===== src/rtl/cordic_phase_gen.sv =====
// NCO phase feeder for cordic_pipe: accumulates phase, folds it into [-pi/2, pi/2], scales to Q4.20 radians.
// Optional build macro CORDIC_PHASE_DITHER_EN adds LFSR dither to each sampled phase.
module cordic_phase_gen #(
   parameter int DEPTH  = 8,
   parameter int TWO_PI = 6588397
) (
   input  logic        clk,
   input  logic        rst,
   input  logic        en,
   input  logic [23:0] freq,
   input  logic [23:0] phase_init,
   input  logic        phase_load,
   output logic [23:0] angle,
   output logic        data_loaded,
   input  logic        data_computed,
   output logic        neg_x,
   output logic        tag_valid,
   output logic        tag_err
);

   localparam int PTR_W = $clog2(DEPTH);
   localparam int CNT_W = PTR_W + 1;
   localparam logic signed [47:0] TWO_PI_S = 48'(TWO_PI);

   logic [23:0]      acc_reg;
   logic [23:0]      acc_next;
   logic [CNT_W-1:0] outstanding_reg;
   logic [CNT_W-1:0] outstanding_next;
   logic             accept;
   logic             pop;
   logic             push;
   logic [23:0]      sample_phase;
   logic             fold;
   logic [23:0]      r_next;

   logic             s1_valid_reg;
   logic [23:0]      s1_r_reg;
   logic             s1_nx_reg;
   logic signed [47:0] prod;
   logic             prod_lo_unused;

   logic [23:0]      angle_reg;
   logic             data_loaded_reg;
   logic             tag_err_reg;

   logic             tag_mem [DEPTH];
   logic [DEPTH-1:0] tag_we;
   logic [PTR_W-1:0] wr_ptr_reg;
   logic [PTR_W-1:0] rd_ptr_reg;
   logic [CNT_W-1:0] count_reg;
   logic [CNT_W-1:0] count_next;

   // Credits are reserved at accept time, so the tag FIFO can never overflow.
   assign accept = en & ~phase_load & (outstanding_reg < CNT_W'(DEPTH));
   assign tag_valid = (count_reg != '0);
   assign pop  = data_computed & tag_valid;
   assign push = s1_valid_reg;

`ifdef CORDIC_PHASE_DITHER_EN
   logic [7:0] lfsr_reg;
   logic       lfsr_fb;

   assign lfsr_fb      = lfsr_reg[7] ^ lfsr_reg[5] ^ lfsr_reg[4] ^ lfsr_reg[3];
   assign sample_phase = acc_reg + {20'd0, lfsr_reg[3:0]};

   always_ff @(posedge clk or negedge rst) begin
      if (!rst) begin
         lfsr_reg <= 8'h01;
      end else if (accept) begin
         lfsr_reg <= {lfsr_reg[6:0], lfsr_fb};
      end
   end
`else
   assign sample_phase = acc_reg;
`endif

   // Phases in the 0.25..0.75 turn half-plane are mirrored through 0.5 turn; x flips sign there.
   assign fold   = sample_phase[23] ^ sample_phase[22];
   assign r_next = fold ? (24'h800000 - sample_phase) : sample_phase;

   always_comb begin
      acc_next = acc_reg;
      if (phase_load) begin
         acc_next = phase_init;
      end else if (accept) begin
         acc_next = acc_reg + freq;
      end
   end

   always_comb begin
      outstanding_next = outstanding_reg;
      if (accept && !pop) begin
         outstanding_next = outstanding_reg + 1'b1;
      end else if (!accept && pop) begin
         outstanding_next = outstanding_reg - 1'b1;
      end
   end

   always_ff @(posedge clk or negedge rst) begin
      if (!rst) begin
         acc_reg         <= '0;
         outstanding_reg <= '0;
      end else begin
         acc_reg         <= acc_next;
         outstanding_reg <= outstanding_next;
      end
   end

   always_ff @(posedge clk or negedge rst) begin
      if (!rst) begin
         s1_valid_reg <= 1'b0;
         s1_r_reg     <= '0;
         s1_nx_reg    <= 1'b0;
      end else begin
         s1_valid_reg <= accept;
         if (accept) begin
            s1_r_reg  <= r_next;
            s1_nx_reg <= fold;
         end
      end
   end

   // Floor of r * 2pi / 2^24; the folded r is at most a quarter turn so the result fits 24 bits.
   assign prod           = $signed({{24{s1_r_reg[23]}}, s1_r_reg}) * TWO_PI_S;
   assign prod_lo_unused = ^prod[23:0];

   always_ff @(posedge clk or negedge rst) begin
      if (!rst) begin
         angle_reg       <= '0;
         data_loaded_reg <= 1'b0;
      end else begin
         data_loaded_reg <= s1_valid_reg;
         if (s1_valid_reg) begin
            angle_reg <= prod[47:24];
         end
      end
   end

   genvar gi;
   generate
      for (gi = 0; gi < DEPTH; gi++) begin : g_tag_we
         assign tag_we[gi] = push & (wr_ptr_reg == PTR_W'(gi));
      end
   endgenerate

   always_ff @(posedge clk) begin
      for (int i = 0; i < DEPTH; i++) begin
         if (tag_we[i]) begin
            tag_mem[i] <= s1_nx_reg;
         end
      end
   end

   always_comb begin
      count_next = count_reg;
      if (push && !pop) begin
         count_next = count_reg + 1'b1;
      end else if (!push && pop) begin
         count_next = count_reg - 1'b1;
      end
   end

   always_ff @(posedge clk or negedge rst) begin
      if (!rst) begin
         wr_ptr_reg  <= '0;
         rd_ptr_reg  <= '0;
         count_reg   <= '0;
         tag_err_reg <= 1'b0;
      end else begin
         count_reg <= count_next;
         if (push) begin
            wr_ptr_reg <= wr_ptr_reg + 1'b1;
         end
         if (pop) begin
            rd_ptr_reg <= rd_ptr_reg + 1'b1;
         end
         if (data_computed && !tag_valid) begin
            tag_err_reg <= 1'b1;
         end
      end
   end

   assign angle       = angle_reg;
   assign data_loaded = data_loaded_reg;
   assign neg_x       = tag_valid & tag_mem[rd_ptr_reg];
   assign tag_err     = tag_err_reg;

endmodule


===== config.mk =====
export PLATFORM = sky130hd
export DESIGN_NAME = cordic_phase_gen
export DESIGN_NICKNAME = d
export VERILOG_FILES = /design/src/rtl/cordic_phase_gen.sv
export SDC_FILE = /design/constraint.sdc
export NUM_CORES = 1
export LEC_CHECK = 0
export CAP_MARGIN = 20
export CORE_MARGIN = 2
export CORE_UTILIZATION = 64
export CTS_BUF_LIST = sky130_fd_sc_hd__clkbuf_8
export DETAILED_ROUTE_END_ITERATION = 12
export PLACE_DENSITY = 0.84
export RECOVER_POWER = 25
export SLEW_MARGIN = 40
export SYNTH_ARGS = -nofsm -noshare
export SYNTH_HDL_FRONTEND = slang
export SYNTH_SLANG_ARGS = --single-unit

===== constraint.sdc =====
create_clock -name clk -period 9.7 [get_ports clk]
set_input_delay 1.94 -clock clk [delete_from_list [all_inputs] [get_ports clk]]
set_output_delay 1.94 -clock clk [all_outputs]
set_load 0.1 [all_outputs]

==> results of run 1 <==
## synthesized netlist by cell type, drive strengths merged (10+ instances only)
cell    count
ha        250
fa        247
nand3      18
and3       18
dfrtp      90
nand2      98
mux2       18
nor2       83
xnor2      55
inv       467
clkbuf     23
o21ai      57
a21o       35
o21a       10
nand4      13
nor3       23
a21oi     115
xor2       31
## final timing paths
kind	start	end	slack, ns	cells after the start
hold reg to reg	tag_err	tag_err	0.46	1
min in group asynchronous	rst	angle[2]	1.72	1
max in group asynchronous	rst	s1_r_reg[23]	3.39	2
setup reg to reg	s1_r_reg[9]	angle[15]	2.67	24
setup / recovery	s1_r_reg[9]	angle[15]	2.67	24
hold / removal	tag_err	tag_err	0.46	1
## kinds of logic after synthesis
family | Yosys count
xor gates and xnor gates | 86
and+or+nand+nor | 305
buffers and inverters | 496
muxes | 25
AOI/OAI and AO/OA | 294
adders and majority gates | 497
DFF | 98
## area by class of cell
class                      instances  area [sq um]  area share, %
multi-input combinational       1207         12500           69.2
tap                              335           419           2.32
clock inverter                     5          32.5          0.180
clock buffer                      11           151          0.838
inverter                         468          1760           9.73
sequential                        98          2490           13.8
timing repair buffer              87           699           3.87
## routing by layer
layer | GRT usage, % | vias up
met5 | 0 | -
met4 | 10.6 | 0
met3 | 4.39 | 88
met2 | 51.8 | 419
met1 | 39.3 | 6257
li1 | - | 5884
## worst max-delay path, stage by stage (launching register included)
cell,delay (ns)
dfrtp_1,0.60
inv_1,0.20
fa_1,0.53
inv_1,0.06
fa_1,0.55
inv_1,0.07
fa_1,0.53
inv_1,0.04
ha_1,0.27
inv_1,0.05
fa_1,0.48
inv_1,0.06
fa_1,0.52
inv_1,0.05
fa_1,0.53
inv_1,0.04
ha_1,0.37
nand4_2,0.16
nor2_1,0.24
a221oi_2,0.15
a2111oi_4,0.53
nor3_2,0.14
o31ai_4,0.39
xnor2_1,0.12
mux2_4,0.26
## through the flow
step                      setup WS (ns)  area, sq um  instances
after CTS                          2.71        18100       2211
after floorplan                    2.29        16900       1801
final                              2.67        18100       2211
after global placement             2.60        18000       2195
after global routing               2.20        18100       2211
after detailed placement           2.71        17900       2195
==> results_dict.tcl, run 1 <==
set metrics [dict create \
    gr-total-overflow 0 \
    hold_path.class "flip-flop to flip-flop" \
    synth.area.mux_share_pct 1.79 \
    crit_type "flip-flop to flip-flop" \
    highest_layer "met4" \
    gp_congestion 0.961 \
    cts_tree "done" \
    fin_setup_tns_ns 0 \
    status "finished, violations left" \
    ys_seq_area_share_pct 14.8 \
    clock-sinks 98 \
    wl_um 39600 \
    cts_buffers 9 \
    drv_cap 2 \
    vias_per_cell 5.72 \
    cp-end-kind "flip-flop" \
    postCtsResizedCells 0 \
    critical_path.max_fanout 8 \
    synth_area_leader_cell "fa_1" \
    worstPathRequired_ns 9.99 \
    postCtsSetupRepairBufs 0 \
    relSlewSlack_pct -161 \
    final_common_cell "inv_1" \
    grt_start_max_net_pins 72 \
    io_buffers 80 \
    wl_met3_um 2620 \
    fillers 1967 \
    synth_edf_count 8 \
    syn_inst 1801 \
    period_share_pct 72.5 \
    start_util_pct 64.9 \
    synthSimpleGateAreaFrac_pct 8.65 \
    synth_top_cell_area_share_pct 29.3 \
    dr.pass1.iters 5 \
    cp.arrival_ns 7.32 \
    clock-root-buffer "clkbuf_8" \
    fin_util_pct 69.5 \
    hold_viol 0 \
    synth_top_family_by_area "adder cells" \
    start_kind "flip-flop" \
    synth_fa_ha_area_share_pct 47.8 \
    die_w_um 166 \
    vias 12600 \
    drive_gt1_share_pct 5.01 \
    finalMaxSlewViolations 115 \
    core_area_sq_um 26000 \
    netlist_top_cells_area "fa_1 29%, ha_1 19%, dfrtp_1 13%" \
    tightestPinTransition_ns 3.92 \
    hold_buffers 0 \
    path_clk_slew_ns 0.11 \
    clockBufferDepth 2 \
    synth-xor-area-share_pct 4.46 \
    route.detailed.drc 0 \
    postRouteAntennaNets 0 \
    ys_ff_latch 98 \
    grt_pass1_vias 13600 \
    diodes 0 \
    synth_nets 2351 \
    htreeDepth 3 \
    track_usage_pct 30.2 \
    grt_pass1_wl_um 67000 \
    synthArstFlopShare_pct 91.8 \
    hold_slack_ns 0.464 \
    skew_ns 0.0286 \
    setup_viol 0 \
    die_y_um 166 \
    dieArea_sq_um 27700 \
    synth.yosys.warnings 0 \
    synth_cell_types 81 \
    num-nets-final 2421 \
    rows 59 \
    clkLatencyLatePin_ns 0.40 \
    violations "max-capacitance violations, max-slew violations" \
    final_cell_mix "468 x inv_1, 250 x ha_1, 247 x fa_1" \
    layout_min_cycle_time_ns 7.03 \
    wire_per_inst_um 17.9 \
    rsz0062_at_grt "false" \
    antenna_found_initial 0 \
    hpwl_um 33700 \
    synth_compound_area_share_pct 11.3 \
    drtIter0Drc 873 \
    synth_area_per_cell_sq_um 9.37 \
    wl_met2_um 19600 \
    fmax_ghz 0.142 \
    routedLengthMet1_um 16100 \
    io_pins 81 \
    synthFlopType "dfrtp_1" \
    syn2layout_area_growth_pct 7.02 \
    netlist_area_sq_um 16900 \
]
Power of run 1 is not shown: default switching activity piles up to over one toggle a cycle in this logic, so the estimate is an artifact.
==> run 2: changes to the inputs <==
- CORE_UTILIZATION: 64 -> 58
- PLACE_DENSITY: 0.84 -> 0.8
- clock period: 9.7 -> 6.1 ns (I/O delays scaled with it)
==> results_dict.tcl, run 2 (synthesis gave the netlist of run 1 again) <==
set metrics [dict create \
    status "finished, violations left" \
    violations "negative setup slack" \
    clockBufferDepth 2 \
    io_pins 81 \
    drtIter0Drc 662 \
    setup_viol 6 \
    finalMaxSlewViolations 0 \
    hold_buffers 0 \
    diodes 0 \
    crit_type "flip-flop to flip-flop" \
    cp.arrival_ns 6.54 \
    critical_path.max_fanout 7 \
    route.detailed.drc 0 \
    grt_start_max_net_pins 59 \
    hold_viol 0 \
    track_usage_pct 28.8 \
    cts_buffers 9 \
    drv_cap 0 \
    fillers 2160 \
    final_common_cell "inv_1" \
    drive_gt1_share_pct 17.4 \
    grt_pass1_wl_um 69900 \
    period_share_pct 103 \
    cp-end-kind "flip-flop" \
    skew_ns 0.0223 \
    core_area_sq_um 28700 \
    clock-root-buffer "clkbuf_8" \
    hpwl_um 34800 \
    hold_path.class "flip-flop to flip-flop" \
    rows 62 \
    vias 13200 \
    rsz0062_at_grt "true" \
    tightestPinTransition_ns 0.885 \
    postRouteAntennaNets 0 \
    io_buffers 80 \
    final_cell_mix "432 x inv_1, 244 x fa_1, 222 x ha_1" \
    clock-sinks 98 \
    grt_pass1_vias 14200 \
    wl_um 42300 \
    path_clk_slew_ns 0.10 \
    syn2layout_area_growth_pct 17.4 \
    die_y_um 175 \
    clkLatencyLatePin_ns 0.39 \
    num-nets-final 2554 \
    dieArea_sq_um 30500 \
    wl_met2_um 21000 \
    wire_per_inst_um 17.7 \
    routedLengthMet1_um 18200 \
    vias_per_cell 5.53 \
    fmax_ghz 0.160 \
    cts_tree "done" \
    fin_setup_tns_ns -0.658 \
    gr-total-overflow 0 \
    start_util_pct 58.8 \
    postLayoutCellArea_sq_um 19800 \
    setup_ws_ns -0.161 \
    layout_min_cycle_time_ns 6.26 \
    placed_cell_area_sq_um 18900 \
    die_w_um 175 \
    worstPathRequired_ns 6.38 \
    highest_layer "met4" \
    gp_congestion 0.927 \
    antenna_found_initial 0 \
    relSlewSlack_pct 40.0 \
    wl_met3_um 2060 \
    start_kind "flip-flop" \
    dr.pass1.iters 5 \
    htreeDepth 3 \
    r2r_cells 25 \
    dp_slack_ns -0.332 \
    whs_path_depth 1 \
]
-- run 2: cell count changes in the layout (fill, tap and decap cells not counted), moves of 4 or more --
cell,delta
o21ai_1,+5
a21oi_1,-14
dfrtp_1,-12
ha_4,+25
buf_6,+8
ha_1,-28
buf_4,+128
a21oi_2,+12
inv_2,+32
dfrtp_2,+11
nor2_1,-4
o21ai_0,-8
inv_1,-36
-- run 2: worst paths after layout --
kind,startpoint,to,slack [ns]
setup / recovery,s1_r_reg[12],angle[15],-0.16
hold / removal,tag_err,tag_err,0.47
setup reg to reg,s1_r_reg[12],angle[15],-0.16
hold reg to reg,tag_err,tag_err,0.47
max in group asynchronous,rst,acc_reg[22],4.43
min in group asynchronous,rst,angle[2],0.78
-- run 2: routing by layer --
layer	track usage, %	up-vias
li1	-	6145
met1	38.5	6634
met2	50.3	378
met3	3.19	65
met4	7.01	0
met5	0	-
-- run 2: worst max-delay path: stages, from the launching register on --
cell and delay, ns:
dfrtp_2 0.43, buf_4 0.19, ha_1 0.29, inv_1 0.08
buf_4 0.15, fa_1 0.51, fa_1 0.55, inv_1 0.05
ha_2 0.18, fa_1 0.48, fa_1 0.55, inv_1 0.05
fa_1 0.50, inv_2 0.06, ha_4 0.28, nand4_4 0.10
buf_6 0.15, nor2_4 0.12, a221oi_4 0.10, a2111oi_4 0.37
buf_6 0.18, buf_6 0.10, nor3_4 0.04, o31ai_4 0.27
xnor2_1 0.12, mux2_4 0.26
-- run 2: per-stage QoR --
| stage | cells | util [%] | hold slack, ns |
|---|---|---|---|
| 6_report | 2393 | 69.0 | 0.466 |
| 2_1_floorplan | 1801 | - | 0.443 |
| 3_5_place_dp | 2362 | 65.9 | 0.448 |
| 5_1_grt | 2393 | 69.0 | 0.496 |
| 3_3_place_gp | 2362 | 66.4 | 0.443 |
| 4_1_cts | 2388 | 67.6 | 0.472 |
-- run 2: timing repair --
item | 4_1_cts | 5_1_grt
setup buffers | 10 | 6
resized for setup | 48 | 80
pin swaps | 49 | 50
endpoints found under the setup margin | 21 | 23
cloned | 0 | 0
hold endpoints to repair | 0 | 0
-- run 2: cell type report --
class	count	area, sq um	area share, %
multi-input cells	1207	13100	66.2
flip-flops and latches	98	2510	12.7
inverters	468	1770	8.91
repair buffers	220	1740	8.78
well taps	384	480	2.42
clock buffers	9	124	0.625
clock inverters	7	73.8	0.373
Power of run 2 is left out for the same reason.
==> run 3: changes to the inputs <==
- CORE_UTILIZATION: 58 -> 57
- CTS_BUF_LIST: sky130_fd_sc_hd__clkbuf_8 -> unset
- PLACE_DENSITY: 0.8 -> 0.79
==> results_dict.tcl, run 3 (synthesis gave the netlist of run 1 again) <==
set metrics [dict create \
    core_area_sq_um 28900 \
    clock-sinks 98 \
    final_cell_mix "426 x inv_1, 240 x fa_1, 219 x ha_1" \
    rows 62 \
    crit_top_cell "fa_1" \
    crit_family "adder cells" \
    drv_cap 1 \
    skew_ns 0.0139 \
    placed_cell_area_sq_um 18900 \
    violations "max-capacitance violations, max-slew violations, negative setup slack" \
    clock-root-buffer "clkbuf_16" \
    hold_path.class "flip-flop to flip-flop" \
    status "finished, violations left" \
    path_buf_inv 6 \
    syn2layout_area_growth_pct 18.3 \
    crit_path_cell_trace "buf_4 > ha_4 > fa_1 > fa_1 > inv_1 > fa_2 > inv_1 > fa_1 > fa_1 > inv_1 > fa_1 > inv_1 > ha_1 > a21o_1 > a31o_2 > a221o_1 > a32oi_1 > o21ai_2 > buf_6 > o211ai_1 > xnor2_1 > mux2_2" \
    crit_type "flip-flop to flip-flop" \
    vias_per_cell 5.53 \
    clockBufferDepth 2 \
    final_common_cell "inv_1" \
    gr-total-overflow 0 \
    gp_congestion 0.949 \
    drtIter0Drc 746 \
    setup_viol 5 \
    cp.arrival_ns 6.45 \
    io_pins 81 \
    diodes 0 \
    period_share_pct 102 \
    vias 13200 \
    rsz0062_at_grt "true" \
    clkLatencyLatePin_ns 0.37 \
    grt_pass1_wl_um 69500 \
    grt_start_max_net_pins 58 \
    relSlewSlack_pct -110 \
    wl_um 42900 \
    route.detailed.drc 0 \
    fmax_ghz 0.161 \
    critical_path.max_fanout 7 \
    grt_pass1_vias 14000 \
    htreeDepth 3 \
    finalMaxSlewViolations 58 \
    cp-end-kind "flip-flop" \
    start_kind "flip-flop" \
    die_y_um 176 \
    hold_viol 0 \
    hpwl_um 35200 \
    cts_buffers 9 \
    postLayoutCellArea_sq_um 20000 \
    postRouteAntennaNets 0 \
    max_stage_delay_ns 0.53 \
    worstPathRequired_ns 6.35 \
    die_w_um 176 \
    cts_tree "done" \
    dr.pass1.iters 5 \
    rrSetupSlack_ns -0.1 \
    track_usage_pct 28.5 \
    layout_min_cycle_time_ns 6.20 \
    dieArea_sq_um 31000 \
    antenna_found_initial 0 \
    num-nets-final 2554 \
    start_util_pct 58.3 \
    io_buffers 80 \
    drive_gt1_share_pct 18.2 \
    setup_ws_ns -0.0964 \
    wire_per_inst_um 17.9 \
    tightestPinTransition_ns 3.16 \
    path_clk_slew_ns 0.07 \
    slowest_stage "fa_1" \
]
-- run 3: cell types whose count changed in the layout (fill, tap and decap cells not counted), moves of 2 or more --
cell	delta
clkbuf_16	+9
clkbuf_8	-8
inv_1	-6
fa_1	-4
fa_2	+4
inv_2	+4
a21oi_1	-3
ha_1	-3
a21oi_2	+2
buf_6	-2
clkbuf_1	+2
ha_4	+2
o21ai_2	+2
-- run 3: metal layers --
layer	global-route usage [%]	share of wire [%]	vias to the layer above
met5	0	0	-
met4	9.06	2.8	0
met3	3.04	4.8	74
met2	48.4	49	382
met1	38.5	44	6629
li1	-	-	6143
-- run 3: final cells by class --
type / instances / area, sq um
Clock buffer: 11 / 243
Clock inverter: 4 / 27.5
Fill cell: 2187 / 8980
Inverter: 468 / 1770
Multi-Input combinational cell: 1207 / 13200
Sequential cell: 98 / 2510
Tap cell: 384 / 480
Timing Repair Buffer: 220 / 1730
-- run 3: final timing paths --
| kind | from | end | cells past startpoint |
|---|---|---|---|
| max reg2reg | s1_r_reg[11] | angle[20] | 22 |
| min reg2reg | tag_err | tag_err | 1 |
| max | s1_r_reg[11] | angle[20] | 22 |
| min | tag_err | tag_err | 1 |
| min in group asynchronous | rst | angle[21] | 1 |
| max in group asynchronous | rst | s1_r_reg[23] | 1 |
-- run 3: through the flow --
stage	setup TNS, ns	worst slack (ns)	hold WS (ns)	cells	utilization (%)
after global placement	-2.16	-0.231	0.445	2360	65.8
after CTS	-0.772	-0.189	0.459	2382	67.1
final	-0.231	-0.0964	0.454	2392	69.0
after global routing	-2.52	-0.262	0.483	2392	69.0
after floorplan	-2.26	-0.423	0.443	1801	-
after detailed placement	-3.75	-0.300	0.444	2360	65.3
-- run 3: repair_timing --
action                     CTS  global route
buffers inserted             7            10
pin swaps                   38            52
hold buffers                 0             0
setup endpoints to repair   22            24
resized for setup           43           107
-- run 3: worst register-to-register path: cells and delay by family (launching register included) --
kind / cells / cell delay (ns)
muxes: 1 / 0.27
xor gates and xnor gates: 1 / 0.11
AOI/OAI and AO/OA: 6 / 1.29
adders and majority gates: 8 / 3.46
DFF: 1 / 0.43
buffers and inverters: 6 / 0.56
Power of run 3 is left out for the same reason.
